## src/rtl/palm_locator_if.sv

```systemverilog
// Pixel-stream / palm-report bundle between segmentation and palm_locator.
// PALM_HEIGHT_OVERRIDE_EN adds the test_mode/test_height override pair.
interface palm_locator_if #(
    parameter int CW = 8
);
    logic          pix_valid;
    logic          pix_sof;
    logic          pix_obj;
    logic          palm_valid;
    logic          palm_found;
    logic          frame_done;
    logic [CW-1:0] start_r;
    logic [CW-1:0] start_c;
    logic [CW-1:0] end_r;
    logic [CW-1:0] end_c;
    logic [CW-1:0] palm_width;
    logic [CW-1:0] palm_height;
`ifdef PALM_HEIGHT_OVERRIDE_EN
    logic          test_mode;
    logic [CW-1:0] test_height;

    modport master (
        output pix_valid, pix_sof, pix_obj, test_mode, test_height,
        input  palm_valid, palm_found, frame_done,
        input  start_r, start_c, end_r, end_c, palm_width, palm_height
    );

    modport slave (
        input  pix_valid, pix_sof, pix_obj, test_mode, test_height,
        output palm_valid, palm_found, frame_done,
        output start_r, start_c, end_r, end_c, palm_width, palm_height
    );
`else
    modport master (
        output pix_valid, pix_sof, pix_obj,
        input  palm_valid, palm_found, frame_done,
        input  start_r, start_c, end_r, end_c, palm_width, palm_height
    );

    modport slave (
        input  pix_valid, pix_sof, pix_obj,
        output palm_valid, palm_found, frame_done,
        output start_r, start_c, end_r, end_c, palm_width, palm_height
    );
`endif
endinterface

```

## src/rtl/palm_locator.sv

```systemverilog
// Finds the first horizontal object run per frame wider than WIDTH_THR and reports it.
// Build option: PALM_HEIGHT_OVERRIDE_EN lets test_mode/test_height replace the derived height.
module palm_locator #(
    parameter int IMG_W     = 160,
    parameter int IMG_H     = 120,
    parameter int CW        = 8,
    parameter int WIDTH_THR = 17
) (
    input  logic           clk,
    input  logic           rst,
    palm_locator_if.slave  bus
);

    typedef enum logic [1:0] {
        IDLE  = 2'd0,
        SCAN  = 2'd1,
        FOUND = 2'd2
    } state_t;

    localparam logic [CW-1:0] LAST_C = CW'(IMG_W - 1);
    localparam logic [CW-1:0] LAST_R = CW'(IMG_H - 1);
    localparam logic [CW-1:0] THR    = CW'(WIDTH_THR);

    state_t        state_q, state_d;
    logic          st_idle, st_scan;

    logic [CW-1:0] row_q, row_d;
    logic [CW-1:0] col_q, col_d;
    logic          run_open_q, run_open_d;
    logic [CW-1:0] run_start_q, run_start_d;
    logic [CW-1:0] last_c_q, last_c_d;

    logic          palm_valid_q, palm_valid_d;
    logic          palm_found_q, palm_found_d;
    logic          frame_done_q, frame_done_d;
    logic [CW-1:0] palm_row_q, palm_row_d;
    logic [CW-1:0] start_c_q, start_c_d;
    logic [CW-1:0] end_c_q, end_c_d;
    logic [CW-1:0] width_q, width_d;
    logic [CW-1:0] height_q, height_d;

    logic          sof_take, pix_take, track, open_eff, last_pix;
    logic          close_run, accept;
    logic [CW-1:0] cur_r, cur_c, cls_start, cls_last, w;
    logic [CW:0]   h_sum;
    logic [CW-1:0] h_calc, h_sel;

    // ---------------- FSM: state register ----------------
    always_ff @(posedge clk) begin
        if (rst) state_q <= IDLE;
        else     state_q <= state_d;
    end

    // ---------------- FSM: next state ----------------
    always_comb begin
        state_d = state_q;
        if (pix_take) begin
            if (last_pix)      state_d = IDLE;
            else if (accept)   state_d = FOUND;
            else if (sof_take) state_d = SCAN;
        end
    end

    // ---------------- FSM: state decode ----------------
    always_comb begin
        st_idle = (state_q == IDLE);
        st_scan = (state_q == SCAN);
    end

    // ---------------- Pixel datapath ----------------
    always_comb begin
        sof_take  = bus.pix_valid && bus.pix_sof;
        pix_take  = bus.pix_valid && (sof_take || !st_idle);
        // A sof pixel is processed as (0,0) with no run carried over from the aborted frame.
        cur_r     = sof_take ? '0 : row_q;
        cur_c     = sof_take ? '0 : col_q;
        open_eff  = run_open_q && !sof_take;
        track     = pix_take && (st_scan || sof_take);
        last_pix  = (cur_r == LAST_R) && (cur_c == LAST_C);

        close_run = 1'b0;
        cls_start = run_start_q;
        cls_last  = last_c_q;
        if (track) begin
            if (bus.pix_obj) begin
                if (cur_c == LAST_C) begin
                    close_run = 1'b1;
                    cls_start = open_eff ? run_start_q : cur_c;
                    cls_last  = cur_c;
                end
            end else if (open_eff) begin
                close_run = 1'b1;
            end
        end

        w      = cls_last - cls_start;
        accept = close_run && (w > THR);

        h_sum  = {1'b0, w} + {2'b00, w[CW-1:1]};
        h_calc = h_sum[CW] ? {CW{1'b1}} : h_sum[CW-1:0];
`ifdef PALM_HEIGHT_OVERRIDE_EN
        h_sel  = bus.test_mode ? bus.test_height : h_calc;
`else
        h_sel  = h_calc;
`endif
    end

    // Counters and run tracking
    always_comb begin
        row_d       = row_q;
        col_d       = col_q;
        run_open_d  = run_open_q;
        run_start_d = run_start_q;
        last_c_d    = last_c_q;

        if (pix_take) begin
            if (last_pix) begin
                row_d = '0;
                col_d = '0;
            end else if (cur_c == LAST_C) begin
                row_d = cur_r + 1'b1;
                col_d = '0;
            end else begin
                row_d = cur_r;
                col_d = cur_c + 1'b1;
            end
        end

        if (sof_take) run_open_d = 1'b0;

        if (track) begin
            if (bus.pix_obj && !close_run) begin
                if (!open_eff) begin
                    run_open_d  = 1'b1;
                    run_start_d = cur_c;
                end
                last_c_d = cur_c;
            end
            if (close_run) run_open_d = 1'b0;
        end

        if (pix_take && last_pix) run_open_d = 1'b0;
    end

    // Report registers
    always_comb begin
        palm_valid_d = accept;
        frame_done_d = pix_take && last_pix;
        palm_found_d = palm_found_q;
        palm_row_d   = palm_row_q;
        start_c_d    = start_c_q;
        end_c_d      = end_c_q;
        width_d      = width_q;
        height_d     = height_q;

        if (sof_take) palm_found_d = 1'b0;
        if (accept) begin
            palm_found_d = 1'b1;
            palm_row_d   = cur_r;
            start_c_d    = cls_start;
            end_c_d      = cls_last;
            width_d      = w;
            height_d     = h_sel;
        end
    end

    always_ff @(posedge clk) begin
        if (rst) begin
            row_q        <= '0;
            col_q        <= '0;
            run_open_q   <= 1'b0;
            run_start_q  <= '0;
            last_c_q     <= '0;
            palm_valid_q <= 1'b0;
            palm_found_q <= 1'b0;
            frame_done_q <= 1'b0;
            palm_row_q   <= '0;
            start_c_q    <= '0;
            end_c_q      <= '0;
            width_q      <= '0;
            height_q     <= '0;
        end else begin
            row_q        <= row_d;
            col_q        <= col_d;
            run_open_q   <= run_open_d;
            run_start_q  <= run_start_d;
            last_c_q     <= last_c_d;
            palm_valid_q <= palm_valid_d;
            palm_found_q <= palm_found_d;
            frame_done_q <= frame_done_d;
            palm_row_q   <= palm_row_d;
            start_c_q    <= start_c_d;
            end_c_q      <= end_c_d;
            width_q      <= width_d;
            height_q     <= height_d;
        end
    end

    assign bus.palm_valid  = palm_valid_q;
    assign bus.palm_found  = palm_found_q;
    assign bus.frame_done  = frame_done_q;
    assign bus.start_r     = palm_row_q;
    assign bus.end_r       = palm_row_q;
    assign bus.start_c     = start_c_q;
    assign bus.end_c       = end_c_q;
    assign bus.palm_width  = width_q;
    assign bus.palm_height = height_q;

endmodule

```

## src/flat_wrapper.sv

```systemverilog
// flat-port wrapper written by rule: the top's interface ports become plain ports
module palm_locator_flat 
#(
    parameter int IMG_W     = 160,
    parameter int IMG_H     = 120,
    parameter int CW        = 8,
    parameter int WIDTH_THR = 17
)
  (clk, rst, bus_pix_valid, bus_pix_sof, bus_pix_obj, bus_palm_valid, bus_palm_found, bus_frame_done, bus_start_r, bus_start_c, bus_end_r, bus_end_c, bus_palm_width, bus_palm_height);
  palm_locator_if #(.CW(CW)) bus_i ();
  input  logic clk;
  input  logic rst;
  input wire logic [$bits(bus_i.pix_valid)-1:0] bus_pix_valid;
  input wire logic [$bits(bus_i.pix_sof)-1:0] bus_pix_sof;
  input wire logic [$bits(bus_i.pix_obj)-1:0] bus_pix_obj;
  output wire logic [$bits(bus_i.palm_valid)-1:0] bus_palm_valid;
  output wire logic [$bits(bus_i.palm_found)-1:0] bus_palm_found;
  output wire logic [$bits(bus_i.frame_done)-1:0] bus_frame_done;
  output wire logic [$bits(bus_i.start_r)-1:0] bus_start_r;
  output wire logic [$bits(bus_i.start_c)-1:0] bus_start_c;
  output wire logic [$bits(bus_i.end_r)-1:0] bus_end_r;
  output wire logic [$bits(bus_i.end_c)-1:0] bus_end_c;
  output wire logic [$bits(bus_i.palm_width)-1:0] bus_palm_width;
  output wire logic [$bits(bus_i.palm_height)-1:0] bus_palm_height;
  assign bus_i.pix_valid = bus_pix_valid;
  assign bus_i.pix_sof = bus_pix_sof;
  assign bus_i.pix_obj = bus_pix_obj;
  assign bus_palm_valid = bus_i.palm_valid;
  assign bus_palm_found = bus_i.palm_found;
  assign bus_frame_done = bus_i.frame_done;
  assign bus_start_r = bus_i.start_r;
  assign bus_start_c = bus_i.start_c;
  assign bus_end_r = bus_i.end_r;
  assign bus_end_c = bus_i.end_c;
  assign bus_palm_width = bus_i.palm_width;
  assign bus_palm_height = bus_i.palm_height;
  palm_locator #(.IMG_W(IMG_W), .IMG_H(IMG_H), .CW(CW), .WIDTH_THR(WIDTH_THR)) u_core (.clk(clk), .rst(rst), .bus(bus_i));
endmodule
```

## config.mk

```make
export PLATFORM = sky130hd
export DESIGN_NAME = palm_locator_flat
export DESIGN_NICKNAME = d
export VERILOG_FILES = /design/src/rtl/palm_locator_if.sv /design/src/rtl/palm_locator.sv /design/src/flat_wrapper.sv
export SDC_FILE = /design/constraint.sdc
export NUM_CORES = 1
export LEC_CHECK = 0
export CORE_MARGIN = 4
export CORE_UTILIZATION = 29
export DETAILED_ROUTE_END_ITERATION = 7
export PLACE_DENSITY_LB_ADDON = 0.12
export SETUP_SLACK_MARGIN = 0.2
export SLEW_MARGIN = 20
export SYNTH_ARGS = -nofsm -noshare
export SYNTH_HDL_FRONTEND = slang
export SYNTH_SLANG_ARGS = --single-unit
export TNS_END_PERCENT = 5
```

## constraint.sdc

```tcl
create_clock -name clk -period 7.34 [get_ports clk]
set_input_delay 1.468 -clock clk [delete_from_list [all_inputs] [get_ports clk]]
set_output_delay 1.468 -clock clk [all_outputs]
set_load 0.005 [all_outputs]
```

# Word level (Yosys, flattened, before mapping)
# Cells that the tools add are included.
# word_totals
ff_bits	78
in_bits	5
output_inout_bits	51
# op_classes
n_addsub	4
magnitude_cmp	1
n_eq_ne	3
n_mux	28
n_reduce_logical	19
# ops
operator	count
$mux W8	14
$add A8 B1 Y8 const B	2
$mux W1	11
$add A8 B7 Y9	1
$eq A8 B7 Y1 const B	1
$eq A8 B8 Y1 const B	1
$gt A8 B5 Y1 const B	1
$logic_and A1 B1 Y1	8
$sub A8 B8 Y8	1
$mux W2	3
$reduce_and A2 Y1	2
$logic_not A1 Y1	3
$reduce_bool A3 Y1	1
$eq A2 B1 Y1 const B	1
$logic_not A2 Y1	1
$logic_or A1 B1 Y1	2
$reduce_bool A2 Y1	1
$reduce_or A2 Y1	1

# Depth between registers and ports, before layout
# Gate-level depths: netlist of run 1.
# logic_depth
depth_word	12
ltp_mapped	27
mapped_depth_nobuf	25

# Worst setup path after synthesis of run 1
# Ideal clock, no wire load.
# synth_timing
path_type	in2reg
startpoint	input port bus_pix_sof
endpoint	register u_core.width_q[1] (netlist: u_core.bus.palm_width[1])
setup_ns	0.128
t_arrival_ns	6.510
required_ns	7.212
slack_ns	0.702
cell_stages	25
n_path_buf	4
path_cell_list	clkbuf_1 nand2_1 and2_1 ha_1 nand2_1 nor4_2 clkbuf_1 nand2_1 nor2_1 mux2_2 ha_1 inv_1 fa_1 a21o_1 a21oi_1 maj3_1 a211oi_1 xnor2_1 inv_1 nor4b_1 a221o_1 buf_2 buf_2 mux2i_1 nor2_1
# synth_between
word_cells_on_any_way	23
# synth_lines
item	line	text
start, declared	flat_wrapper.sv:14	input wire logic [$bits(bus_i.pix_sof)-1:0] bus_pix_sof;
$logic_and A1 B1 Y1 *	palm_locator.sv:72	sof_take = bus.pix_valid && bus.pix_sof;
$mux W8 *	palm_locator.sv:76	cur_c = sof_take ? '0 : col_q;
named net u_core.cur_c[0]	palm_locator.sv:44	logic [CW-1:0] cur_r, cur_c, cls_start, cls_last, w;
$eq A8 B8 Y1 / $mux W8 (equally long branches)	--	
$mux W8 *	palm_locator.sv:86	if (cur_c == LAST_C) begin
$mux W8 *	palm_locator.sv:85	if (bus.pix_obj) begin
$mux W8 *	palm_locator.sv:84	if (track) begin
named net u_core.cls_start[0]	palm_locator.sv:44	
$sub A8 B8 Y8 *	palm_locator.sv:96	w = cls_last - cls_start;
named net u_core.w[6]	palm_locator.sv:44	
$gt A8 B5 Y1 *	palm_locator.sv:97	accept = close_run && (w > THR);
$logic_and A1 B1 Y1 *	palm_locator.sv:97	
end signal, assigned	palm_locator.sv:194	width_q <= width_d;
end, declared	palm_locator.sv:39	logic [CW-1:0] width_q, width_d;
# The timed path passes the listed nets; every way through them passes the cells marked *.
# A chain may end at the register's enable or synchronous reset.

# Final worst setup path of run 1
# layout_timing
startpoint	input port bus_pix_sof
endpoint	register u_core.palm_row_q[2] (netlist: u_core.bus.end_r[2])
# layout_between
word_cells_on_any_way	24
# layout_lines
item	line	text
$logic_and A1 B1 Y1 *	palm_locator.sv:72	
$mux W8 *	palm_locator.sv:76	
named net u_core.cur_c[0]	palm_locator.sv:44	
$eq A8 B8 Y1 / $mux W8 (equally long branches)	--	
$mux W8 *	palm_locator.sv:86	
$mux W8 *	palm_locator.sv:85	
$mux W8 *	palm_locator.sv:84	
named net u_core.cls_start[0]	palm_locator.sv:44	
$sub A8 B8 Y8 *	palm_locator.sv:96	
$gt A8 B5 Y1 *	palm_locator.sv:97	
$logic_and A1 B1 Y1 *	palm_locator.sv:97	
end signal, assigned	palm_locator.sv:191	palm_row_q <= palm_row_d;
end, declared	palm_locator.sv:36	logic [CW-1:0] palm_row_q, palm_row_d;
# Marked as above.

==> impl_metrics.csv, run 1 <==
group,metric,value,unit
final_layout,layout_commonest_cell,"dfxtp_1",
synth,ys_types,59,
global_route,grt_overflow,0,
floorplanning,fp.dieH,127,um
floorplanning,start_util,29.7,%
synth,synth_top_flop_cell,"dfxtp_1",
setup_path,cp_data_required_time,7.60,ns
floorplanning,fp.coreArea,13900,um2
setup_path,r2r_cells,22,
floorplanning,die-area,16200,um2
route,finalWirelength,11200,um
clock_tree,htreeDepth,3,
timing,tns,0,ns
route,vias_per_cell,5.08,
synth,synth.avg_cell_area,8.30,um2
timing,period_share,91.9,%
floorplanning,ios,56,
synth,synth_cells,496,
setup_path,crit_arrival,7.01,ns
clock_tree,cts_buffer_depth,2,
global_route,grt_max_degree,83,
worst_hold_path,min_path_type,"flop to flop",
run,cap_viol_max_count,0,
route,vias,3690,
setup_path,crit_type,"primary input to flop",
power_and_ir_drop,p_sw,211,uW
setup_path,startpoint_type,"primary input",
setup_path,rr_startpoint,"u_core.col_q[0]$_SDFFE_PP0P_",
synth,synth_edf_count,0,
setup_path,timing.rr.end,"u_core.bus.end_r[2]$_SDFFE_PP0P_",
final_layout,antenna_cells,0,
route,drc_errors,0,
worst_hold_path,worstHoldPathCells,2,
clock_tree,cts.clk_slew.worst_paths,0.06,ns
synth,synth_nets,523,
route,dr.pass1.iters,4,
final_layout,area_growth,26.5,%
worst_hold_path,hp-start,"u_core.last_c_q[6]$_SDFFE_PP0P_",
placed_design,place_congestion,0.846,
timing,rsz0062_at_grt,"yes",
setup_path,cp_cell_sequence,"clkdlybuf4s50_1, nand2_1, and2_1, ha_1, nand2_1, nor4_2, nand2_1, nor2_1, mux2_2, ha_1, inv_1, fa_1, a21o_1, a21oi_1, maj3_1, a211oi_1, xnor2_1, buf_4, ha_1, a221o_2, buf_12, buf_4, or3b_1, a21oi_1",
timing,hold_viol,0,
global_route,grt_antenna_before_repair,0,
final_layout,layout_common_cells,"78 x dfxtp_1, 57 x nor2_1, 54 x clkdlybuf4s50_1, 53 x nand2_1, 41 x a21oi_1",
setup_path,slowest_stage,"clkdlybuf4s50_1",
setup_path,crit_buf_inv,5,
final_layout,nets,569,
synth,yosys_register_bits,78,
worst_hold_path,whs_endpoint,"u_core.last_c_q[6]$_SDFFE_PP0P_",
setup_path,crit_start,"bus_pix_sof",
route,wl_per_cell,15.5,um
power_and_ir_drop,power_density,193,nW/um2
setup_path,worstSetupEndpointType,"flop",
synth,yosysWarnings,0,
clock_tree,clock_latency,0.34,ns
power_and_ir_drop,swShare,21.0,%
global_route,track_usage,14.5,%
route,drtIter0Drc,261,
power_and_ir_drop,pwr-share-clk,53.3,%
route,ant_nets,0,
final_layout,num-fill-cells,1451,
floorplanning,die_w,127,um
synth,synth_area,4120,um2
floorplanning,row_count,43,
global_route,grt_pass1_wl,18800,um
synth,synth-async-reset-ratio,0,%
placed_design,place_hpwl,7990,um
clock_tree,root_buffer,"clkbuf_16",
power_and_ir_drop,combPwrFrac,4.3,%
synth,ys_seq_area_share,37.9,%
timing,finalSetupViolCount,0,
setup_path,cp.depth,24,
timing,period_needed,6.75,ns
clock_tree,cts_tree,"done",
timing,worst_pin_slew,0.855,ns
timing,slew_headroom,43.0,%
placed_design,io_buffers,55,
power_and_ir_drop,seqPwrFrac,42.4,%
setup_path,crit_family,"simple AND/OR/NAND/NOR gates",
status,status,"finished clean",
final_layout,drive_gt1_share,8.24,%
setup_path,ff2ff_setup_slack,2.01,ns
clock_tree,cts_sinks,78,
clock_tree,hold_buffers,0,
timing,drv_slew,0,
setup_path,critPathMaxFanout,11,
power_and_ir_drop,power,1010,uW
placed_design,placed_cells_incl_taps,708,
power_and_ir_drop,ir_drop,0.169,mV
global_route,grt_pass1_vias,3635,
power_and_ir_drop,intPower,796,uW
clock_tree,cts_buffers,9,
final_layout,final_cell_count_no_fill,726,
setup_path,slowest_delay,0.57,ns
power_and_ir_drop,power_leakage,0.00204,uW
timing,max_freq,148,MHz
timing,fin_worst_skew,0.00933,ns
tightest hold or removal path: stages, from the launching register on:
cell and delay [ns]:
dfxtp_1 0.31, nand2_1 0.05, a21oi_1 0.05
power groups by stage:
| stage | sequential (uW) | clock [uW] | combinational (uW) |
|---|---|---|---|
| final | 427 | 536 | 43.7 |
| after global routing | 427 | 566 | 48.8 |
| after CTS | 427 | 552 | 44.0 |
| after detailed placement | 436 | 0 | 43.6 |
| after global placement | 437 | 0 | 43.5 |
| after floorplan | 436 | 0 | 31.0 |
Yosys cell counts, drive strengths merged (7+ instances only):
master	instances	share of area [%]
ha	20	6.1
mux2i	21	5.1
o21ai	21	2.6
a22oi	10	1.8
buf	14	2.2
a21o	7	1.3
inv	10	0.91
clkbuf	23	2.1
nand3	10	1.2
nor2b	13	2.0
nand2	53	4.8
dfxtp	78	38
a21oi	42	5.2
and2	8	1.2
nor3	18	2.2
nor2	58	5.5
o31ai	8	1.5
how the worst max path moves through the flow:
stage,end,slack (ns)
detailed placement,u_core.bus.palm_width[5]$_SDFFE_PP0P_,0.24
global route,u_core.bus.end_c[4]$_SDFFE_PP0P_,0.15
global placement,u_core.bus.palm_width[1]$_SDFFE_PP0P_,0.35
CTS,u_core.bus.palm_width[1]$_SDFFE_PP0P_,0.56
finish,u_core.bus.end_r[2]$_SDFFE_PP0P_,0.59
floorplan,u_core.bus.palm_width[1]$_SDFFE_PP0P_,0.70
layer usage:
metal | vias up | track usage [%] | part of all wire, %
met2 | 85 | 24.0 | 48
met4 | 0 | 5.68 | 1.9
met5 | - | 0 | 0
met1 | 1759 | 18.2 | 46
met3 | 10 | 3.22 | 4.2
li1 | 1836 | - | -
cell type report:
cell class | instances | area [um2] | share of cell area (%)
clock buffers | 12 | 267 | 5.11
multi-input cells | 371 | 2350 | 45.0
repair buffers | 72 | 686 | 13.2
inverters | 10 | 37.5 | 0.720
clock inverters | 3 | 90.1 | 1.73
flip-flops and latches | 78 | 1560 | 30.0
well taps | 180 | 225 | 4.32
registers in the layout, indices dropped and copies added, names as in the netlist:
| signal | flops |
|---|---|
| u_core.bus.end_c | 8 |
| u_core.bus.end_r | 8 |
| u_core.bus.frame_done | 1 |
| u_core.bus.palm_found | 1 |
| u_core.bus.palm_height | 8 |
| u_core.bus.palm_valid | 1 |
| u_core.bus.palm_width | 8 |
| u_core.bus.start_c | 8 |
| u_core.col_q | 8 |
| u_core.last_c_q | 8 |
| u_core.row_q | 8 |
| u_core.run_open_q | 1 |
| u_core.run_start_q | 8 |
| u_core.state_q | 2 |
through the flow:
step / worst slack [ns] / util, % / hold slack [ns] / area [um2]
final: 0.592 / 37.6 / 0.449 / 5210
after global routing: 0.149 / 37.6 / 0.481 / 5210
after CTS: 0.559 / 37.3 / 0.451 / 5180
after detailed placement: 0.244 / 34.7 / 0.443 / 4820
after global placement: 0.349 / 34.7 / 0.438 / 4820
after floorplan: 0.702 / - / 0.427 / 4120
cell families (layout without fill, tap and decap cells):
kind of cell,Yosys count,after routing,share of synthesized area [%]
muxes,22,22,5.38
buffers and inverters,47,97,5.16
AOI/OAI and AO/OA,117,117,18.2
xor gates and xnor gates,7,7,1.67
adders and majority gates,23,23,7.29
DFF,78,78,37.9
and+or+nand+nor,202,202,24.4
repair_timing:
action / in CTS / in global routing
setup buffers: 0 / 3
resized for setup: 0 / 0
endpoints found under the setup margin: 0 / 26
No activity file was read; power rests on OpenSTA's default activity.
==> run 2, diff against run 1 <==
--- a/config.mk
+++ b/config.mk
@@ -5,6 +5,7 @@
 export SDC_FILE = /design/constraint.sdc
 export NUM_CORES = 1
 export LEC_CHECK = 0
+export CAP_MARGIN = 30
 export CORE_MARGIN = 4
 export CORE_UTILIZATION = 29
 export DETAILED_ROUTE_END_ITERATION = 7
==> results of run 2 <==
Final layout, timing and power as in run 1 (identical DEF).
